`src/rtl/mux17_sparse_sched.sv`:
```
// Issue scheduler for the registered 17:1 select mux: streams the lane index of
// every set mask bit in ascending order, or a single zero-lane select (16) for an empty mask.
module mux17_sparse_sched #(
  parameter int NUM_IN = 16,
  parameter int SEL_W  = 5,
  parameter int CNT_W  = 4
) (
  input  logic              clk,
  input  logic              reset,
  input  logic              mask_valid,
  input  logic [NUM_IN-1:0] mask,
  output logic              mask_ready,
  output logic              sel_valid,
  input  logic              sel_ready,
  output logic [SEL_W-1:0]  sel,
  output logic              last,
  output logic [CNT_W-1:0]  beat_idx,
  output logic              busy
);

  typedef enum logic {
    IDLE,
    ISSUE
  } state_t;

  state_t            r_state;
  logic [NUM_IN-1:0] r_pending;
  logic              r_empty_grp;
  logic [CNT_W-1:0]  r_beat_idx;

  logic [SEL_W-1:0]  w_low_idx;
  logic              w_one_left;
  logic              w_issue;
  logic              w_fire;
  logic              w_load;

  // NOTE: scanning downward with a default first lets the lowest set bit win and keeps this a pure mux, no latch.
  always_comb begin
    w_low_idx = '0;
    for (int i = NUM_IN - 1; i >= 0; i--) begin
      if (r_pending[i]) w_low_idx = SEL_W'(i);
    end
  end

  // Exactly one bit left when clearing the lowest set bit leaves nothing.
  assign w_one_left = (r_pending != '0) && ((r_pending & (r_pending - NUM_IN'(1))) == '0);

  assign w_issue    = (r_state == ISSUE);
  assign sel_valid  = w_issue;
  assign busy       = w_issue;
  assign sel        = !w_issue   ? '0 :
                      r_empty_grp ? SEL_W'(NUM_IN) : w_low_idx;
  assign last       = w_issue && (r_empty_grp || w_one_left);
  assign beat_idx   = r_beat_idx;

  // The last-beat fire frees the scheduler in the same cycle, giving bubble-free groups.
  assign mask_ready = !w_issue || (last && sel_ready);
  assign w_fire     = sel_valid && sel_ready;
  assign w_load     = mask_valid && mask_ready;

  // NOTE: all state uses non-blocking assignments so every register samples pre-edge values.
  always_ff @(posedge clk) begin
    if (reset) begin
      r_state     <= IDLE;
      r_pending   <= '0;
      r_empty_grp <= 1'b0;
      r_beat_idx  <= '0;
    end else if (w_load) begin
      r_state     <= ISSUE;
      r_pending   <= mask;
      r_empty_grp <= (mask == '0);
      r_beat_idx  <= '0;
    end else if (w_fire) begin
      if (last) begin
        r_state     <= IDLE;
        r_pending   <= '0;
        r_empty_grp <= 1'b0;
        r_beat_idx  <= '0;
      end else begin
        r_pending  <= r_pending & (r_pending - NUM_IN'(1));
        r_beat_idx <= r_beat_idx + CNT_W'(1);
      end
    end
  end

endmodule

```
`config.mk`:
```
export PLATFORM = sky130hd
export DESIGN_NAME = mux17_sparse_sched
export DESIGN_NICKNAME = d
export VERILOG_FILES = /design/src/rtl/mux17_sparse_sched.sv
export SDC_FILE = /design/constraint.sdc
export NUM_CORES = 1
export LEC_CHECK = 0
export ABC_AREA = 1
export BUFFER_PORTS_ARGS = -buffer_cell sky130_fd_sc_hd__buf_2
export CAP_MARGIN = 40
export CORE_AREA = 2 2 64 66
export CTS_CLUSTER_DIAMETER = 200
export DETAILED_ROUTE_END_ITERATION = 7
export DIE_AREA = 0 0 66 68
export GPL_ROUTABILITY_DRIVEN = 0
export PLACE_DENSITY_LB_ADDON = 0.2
export SETUP_SLACK_MARGIN = 0.5
export SLEW_MARGIN = 20
export SYNTH_ARGS = -nofsm -noshare
export SYNTH_HDL_FRONTEND = slang
export SYNTH_SLANG_ARGS = --single-unit
```
`constraint.sdc`:
```
create_clock -name clk -period 1.8 [get_ports clk]
set_input_delay 0.18 -clock clk [delete_from_list [all_inputs] [get_ports clk]]
set_output_delay 0.18 -clock clk [all_outputs]
set_load 0.02 [all_outputs]
```
Yosys cells after proc, flatten, opt, wreduce, memory -nomap -nowiden
Cells that the tools add are included.
{ "classes": {"addsub": 2, "muxes": 26, "n_bitwise": 1, "reduce_logical": 15} }
{ "ops": {"columns": ["op", "count"], "rows": [
  ["$mux W5", 16],
  ["$mux W16", 3],
  ["$logic_not A16 Y1", 2],
  ["$and A16 B16 Y16", 1],
  ["$reduce_bool A16 Y1", 1],
  ["$sub A16 B1 Y16 const B", 1],
  ["$mux W4", 3],
  ["$logic_and A1 B1 Y1", 5],
  ["$add A4 B1 Y4 const B", 1],
  ["$mux W1", 4],
  ["$reduce_bool A2 Y1", 2],
  ["$logic_or A1 B1 Y1", 2],
  ["$reduce_and A2 Y1", 1],
  ["$reduce_or A2 Y1", 1],
  ["$logic_not A1 Y1", 1]
]} }
{ "word_totals": {"regBits": 22, "elab_cells": 48} }

Longest topological paths before layout
{ "logic_depth": {"word_depth": 18, "ltp_mapped": 17} }

Worst setup path after synthesis
Ideal clock, no wire load.
{ "synth_timing": {"path_kind": "flip-flop to flip-flop", "from": "register r_state, in the netlist busy", "to": "register r_beat_idx[2], in the netlist beat_idx[2]", "setup_ns": 0.116, "arrival_ns": 1.698, "slack_ns": -0.014, "path_stages_with_launch": 15, "synth_period_minus_slack_ns": 1.814, "cell_sequence": "dfxtp_1 > nand2_1 > nor2_1 > nand3_1 > nor2_1 > nand2_1 > nor2_2 > nand2_2 > nand2_4 > nand2_4 > nand2_4 > buf_12 > nand2_4 > nand3_1 > nor2_1"} }
{ "synth_via": {"elab_chain_cells": 5} }
{ "synth_rtl": {"columns": ["item", "line", "rtl"], "rows": [
  ["start: declaration", "26", "state_t r_state;"],
  ["start signal: assignment", "64", "r_state <= IDLE;"],
  ["start signal: assignment", "69", "r_state <= ISSUE;"],
  ["start signal: assignment", "75", "r_state <= IDLE;"],
  ["$logic_and A1 B1 Y1 *", "53", "assign last = w_issue && (r_empty_grp || w_one_left);"],
  ["via last", "16", "output logic last,"],
  ["$logic_and A1 B1 Y1", "57", "assign mask_ready = !w_issue || (last && sel_ready);"],
  ["$logic_or A1 B1 Y1", "57", null],
  ["$logic_and A1 B1 Y1", "59", "assign w_load = mask_valid && mask_ready;"],
  ["$reduce_or A2 Y1 (no line)", null, null],
  ["end signal: assignment", "81", "r_beat_idx <= r_beat_idx + CNT_W'(1);"],
  ["end: declaration", "29", "logic [CNT_W-1:0] r_beat_idx;"]
]} }
The timed path passes the listed nets; every way through them passes the cells marked *.
A chain may end at the register's enable or synchronous reset.

Worst setup path in the final report
{ "layout_timing": {"from": "register r_pending[2]", "to": "register r_beat_idx[3], in the netlist beat_idx[3]"} }
{ "layout_via": {"elab_chain_cells": 10} }
{ "layout_rtl": {"columns": ["item", "line", "rtl"], "rows": [
  ["start: declaration", "27", "logic [NUM_IN-1:0] r_pending;"],
  ["start signal: assignment", "70", "r_pending <= mask;"],
  ["start signal: assignment", "80", "r_pending <= r_pending & (r_pending - NUM_IN'(1));"],
  ["$sub A16 B1 Y16", "46", "assign w_one_left = (r_pending != '0) && ((r_pending & (r_pending - NUM_IN'(1))) == '0);"],
  ["$and A16 B16 Y16", "46", null],
  ["$logic_not A16 Y1", "46", null],
  ["$logic_and A1 B1 Y1 *", "46", null],
  ["$logic_or A1 B1 Y1 *", "53", null],
  ["$logic_and A1 B1 Y1 *", "53", null],
  ["$logic_and A1 B1 Y1", "57", null],
  ["$logic_or A1 B1 Y1", "57", null],
  ["$logic_and A1 B1 Y1", "59", null],
  ["$reduce_or A2 Y1 (no line)", null, null]
]} }
Mark *: on every way between the ends. The rest lies on a longest branch, timed or not.

==> out/results.ini <==
[outcome]
status = finished with violations
violations = negative setup slack

[finish]
fin_nets = 384
instances_no_fill = 412
drive_gt1_share_pct = 50.83
final_cell_mix = 55 x nand2_1, 48 x buf_4, 41 x inv_1, 25 x buf_2, 23 x nor2_1
layout_commonest_cell = nand2_1
diodes = 0
nFillCells = 298
area_growth_pct = 50.64
ff_latch_area_um2 = 461.7
multiInputGateArea_mm2 = 0.001340

[cts]
cts_max_level = 1
cts.path.max_buffers = 2
clk_latency_ps = 270
cts_sinks = 22
cts.reportedPaths.clkPinSlew_ps = 90
tritoncts = yes
cts-buffers-inserted = 3
root_buffer = clkbuf_8

[floorplanning]
ios = 33
fp.coreArea_mm2 = 0.003856
die_h_um = 68
die_area_mm2 = 0.004488
die_w_um = 66
rows = 23
start_util_pct = 47.92

[route]
num_vias = 2167
wl_per_cell_um = 14.76
dr.pass1.iters = 4
drt_wl_total_mm = 6.082
route.detailed.drc = 0
drt_iter0_drc = 143
routed_via_density = 5.260
drtAntennaViolNets = 0

[timing]
rsz0062_at_grt = yes
max_slew.worst_pin.slew_ps = 599.4
fmaxAchievable_mhz = 466.5
setup_slack_ps = -343.8
hold_violations = 0
clock_skew_ps = 2.702
timing.final.crit_share_pct = 119.1
setup_viol = 25
fin_crit_ps = 2144
slew_headroom_pct = 60.00
drv_slew = 0

[critical_path]
worst-setup-path-type = register to register
cp.required_ps = 2000
start_kind = register
cp.arrival_ps = 2350
end_kind = register
cp_max_fo = 4

[logic_synthesis]
syn_area_mm2 = 0.001848
synth-seq-cells = 22
syn_avg_cell_area_um2 = 6.530
ys_seq_area_share_pct = 23.83
syn_inst = 283
ys_types = 28
synth_fp_nets = 304
ys_warn_count = 0

[global_routing]
grt_pass1_vias = 2154
grt_start_max_net_pins = 31
grt_overflow_total = 0
grt_pass1_wl_mm = 9.867
antenna_found_initial = 0
grt_use_total_pct = 28.82

[placed_design]
place_hpwl_mm = 4.138
io_buffer_count = 32
dpl_worst_slack_ps = -121.7
dp.cells = 393

[flow_run]
drv_cap = 0

[power]
power.density_mw_per_mm2 = 738.8
p_leak_nw = 1.400
total_power_mw = 2.057
vdd_drop_max_uv = 500.8

[worst_hold_path]
hold_path_class = primary input to register

==> power breakdown <==
| part | switching (mW) | internal [mW] | leakage [nW] |
|---|---|---|---|
| Clock | 0.179 | 0.297 | 0.0357 |
| Combinational | 0.551 | 0.433 | 1.18 |
| Sequential | 0.0632 | 0.534 | 0.186 |
==> final cells by class <==
| cell class | count | area share [%] |
|---|---|---|
| clock buffer | 3 | 1.483 |
| clock inverter | 1 | 1.079 |
| inverter | 46 | 6.292 |
| multi-input combinational | 203 | 48.14 |
| sequential | 22 | 16.58 |
| tap | 50 | 2.247 |
| timing repair buffer | 87 | 24.18 |
==> routing by layer <==
metal	part of all wire, %	track usage [%]
met3	4.1	3.289
met5	0	0
met4	3.1	14.80
met1	39	33.07
met2	54	52.90
==> metrics by stage <==
stage	hold slack, ps	setup TNS [ps]	utilization [%]	area [um^2]
after floorplan	239.4	0	-	1897
after global placement	389.2	-2074	61.13	2357
after detailed placement	377.8	-2275	61.13	2357
after global routing	117.1	-9172	72.19	2784
after CTS	107.1	-4180	70.08	2703
final	119.8	-6160	72.19	2784
==> sequential cells by signal, indices dropped and copies added (netlist names) <==
signal       flops
r_pending       16
r_empty_grp      1
beat_idx         4
busy             1
==> synthesized netlist by cell type <==
library cell  instances  area share (%)
buf_4                 2            0.81
xor2_1                2            0.95
nor3_2                1            0.54
o21ai_0              18             4.9
a21oi_2              15             7.1
a21oi_1               9             2.4
a31oi_1               1            0.34
nor2_1               26             5.3
o31ai_1               1            0.41
nand3_2              17             9.2
o21ai_1               2            0.54
nand4_1              16             5.4
buf_1                 1            0.20
nand2_1              62              13
o21ai_2               1            0.47
inv_2                 2            0.41
nor2_4                1            0.61
nor4_1                6             2.0
nand2_4               4             2.4
dfxtp_1              22              24
clkbuf_1              5             1.0
nand2_2               4             1.4
ha_1                  1            0.68
inv_1                44             8.9
buf_2                 2            0.54
buf_12                2             2.2
nor2_2                7             2.4
nand3_1               9             2.4
==> worst paths after layout <==
kind,startpoint,endpoint,slack (ps),cells past startpoint
worst min-delay path,reset,busy,120,2
worst max-delay path,r_pending[2],beat_idx[3],-340,16
worst min register to register,beat_idx[1],beat_idx[1],520,2
worst max register to register,r_pending[2],beat_idx[3],-340,16
==> worst max-delay path, cell delays in order (launching register included) <==
cell and delay, ps:
dfxtp_1 470, inv_1 160, nor2_1 260, nor2_1 90, nand3_1 110, nor2_2 40, nand2_1 70, nor2_2 40
nand2_2 80, nand2_4 60, nand2_4 90, nand2_8 60, buf_12 130, buf_12 120, nand2_8 70, nand3_2 80
nor2_1 140
==> cells by family (layout without fill, tap and decap cells) <==
| group | after synthesis | after routing | share of synthesized area [%] |
|---|---|---|---|
| buf+inv | 58 | 137 | 14.08 |
| simple gates | 153 | 153 | 44.28 |
| flops | 22 | 22 | 23.83 |
| compound gates | 47 | 47 | 16.18 |
| fa+ha+maj | 1 | 1 | 0.6769 |
| xor+xnor | 2 | 2 | 0.9480 |
==> repair_timing <==
action,in CTS,in global routing
gates resized for setup,51,16
hold buffers,0,0
pin swaps,14,7
endpoints found under the setup margin,29,29
cloned,0,0
buffers inserted,11,4
Power figures use the tool's default switching activity.
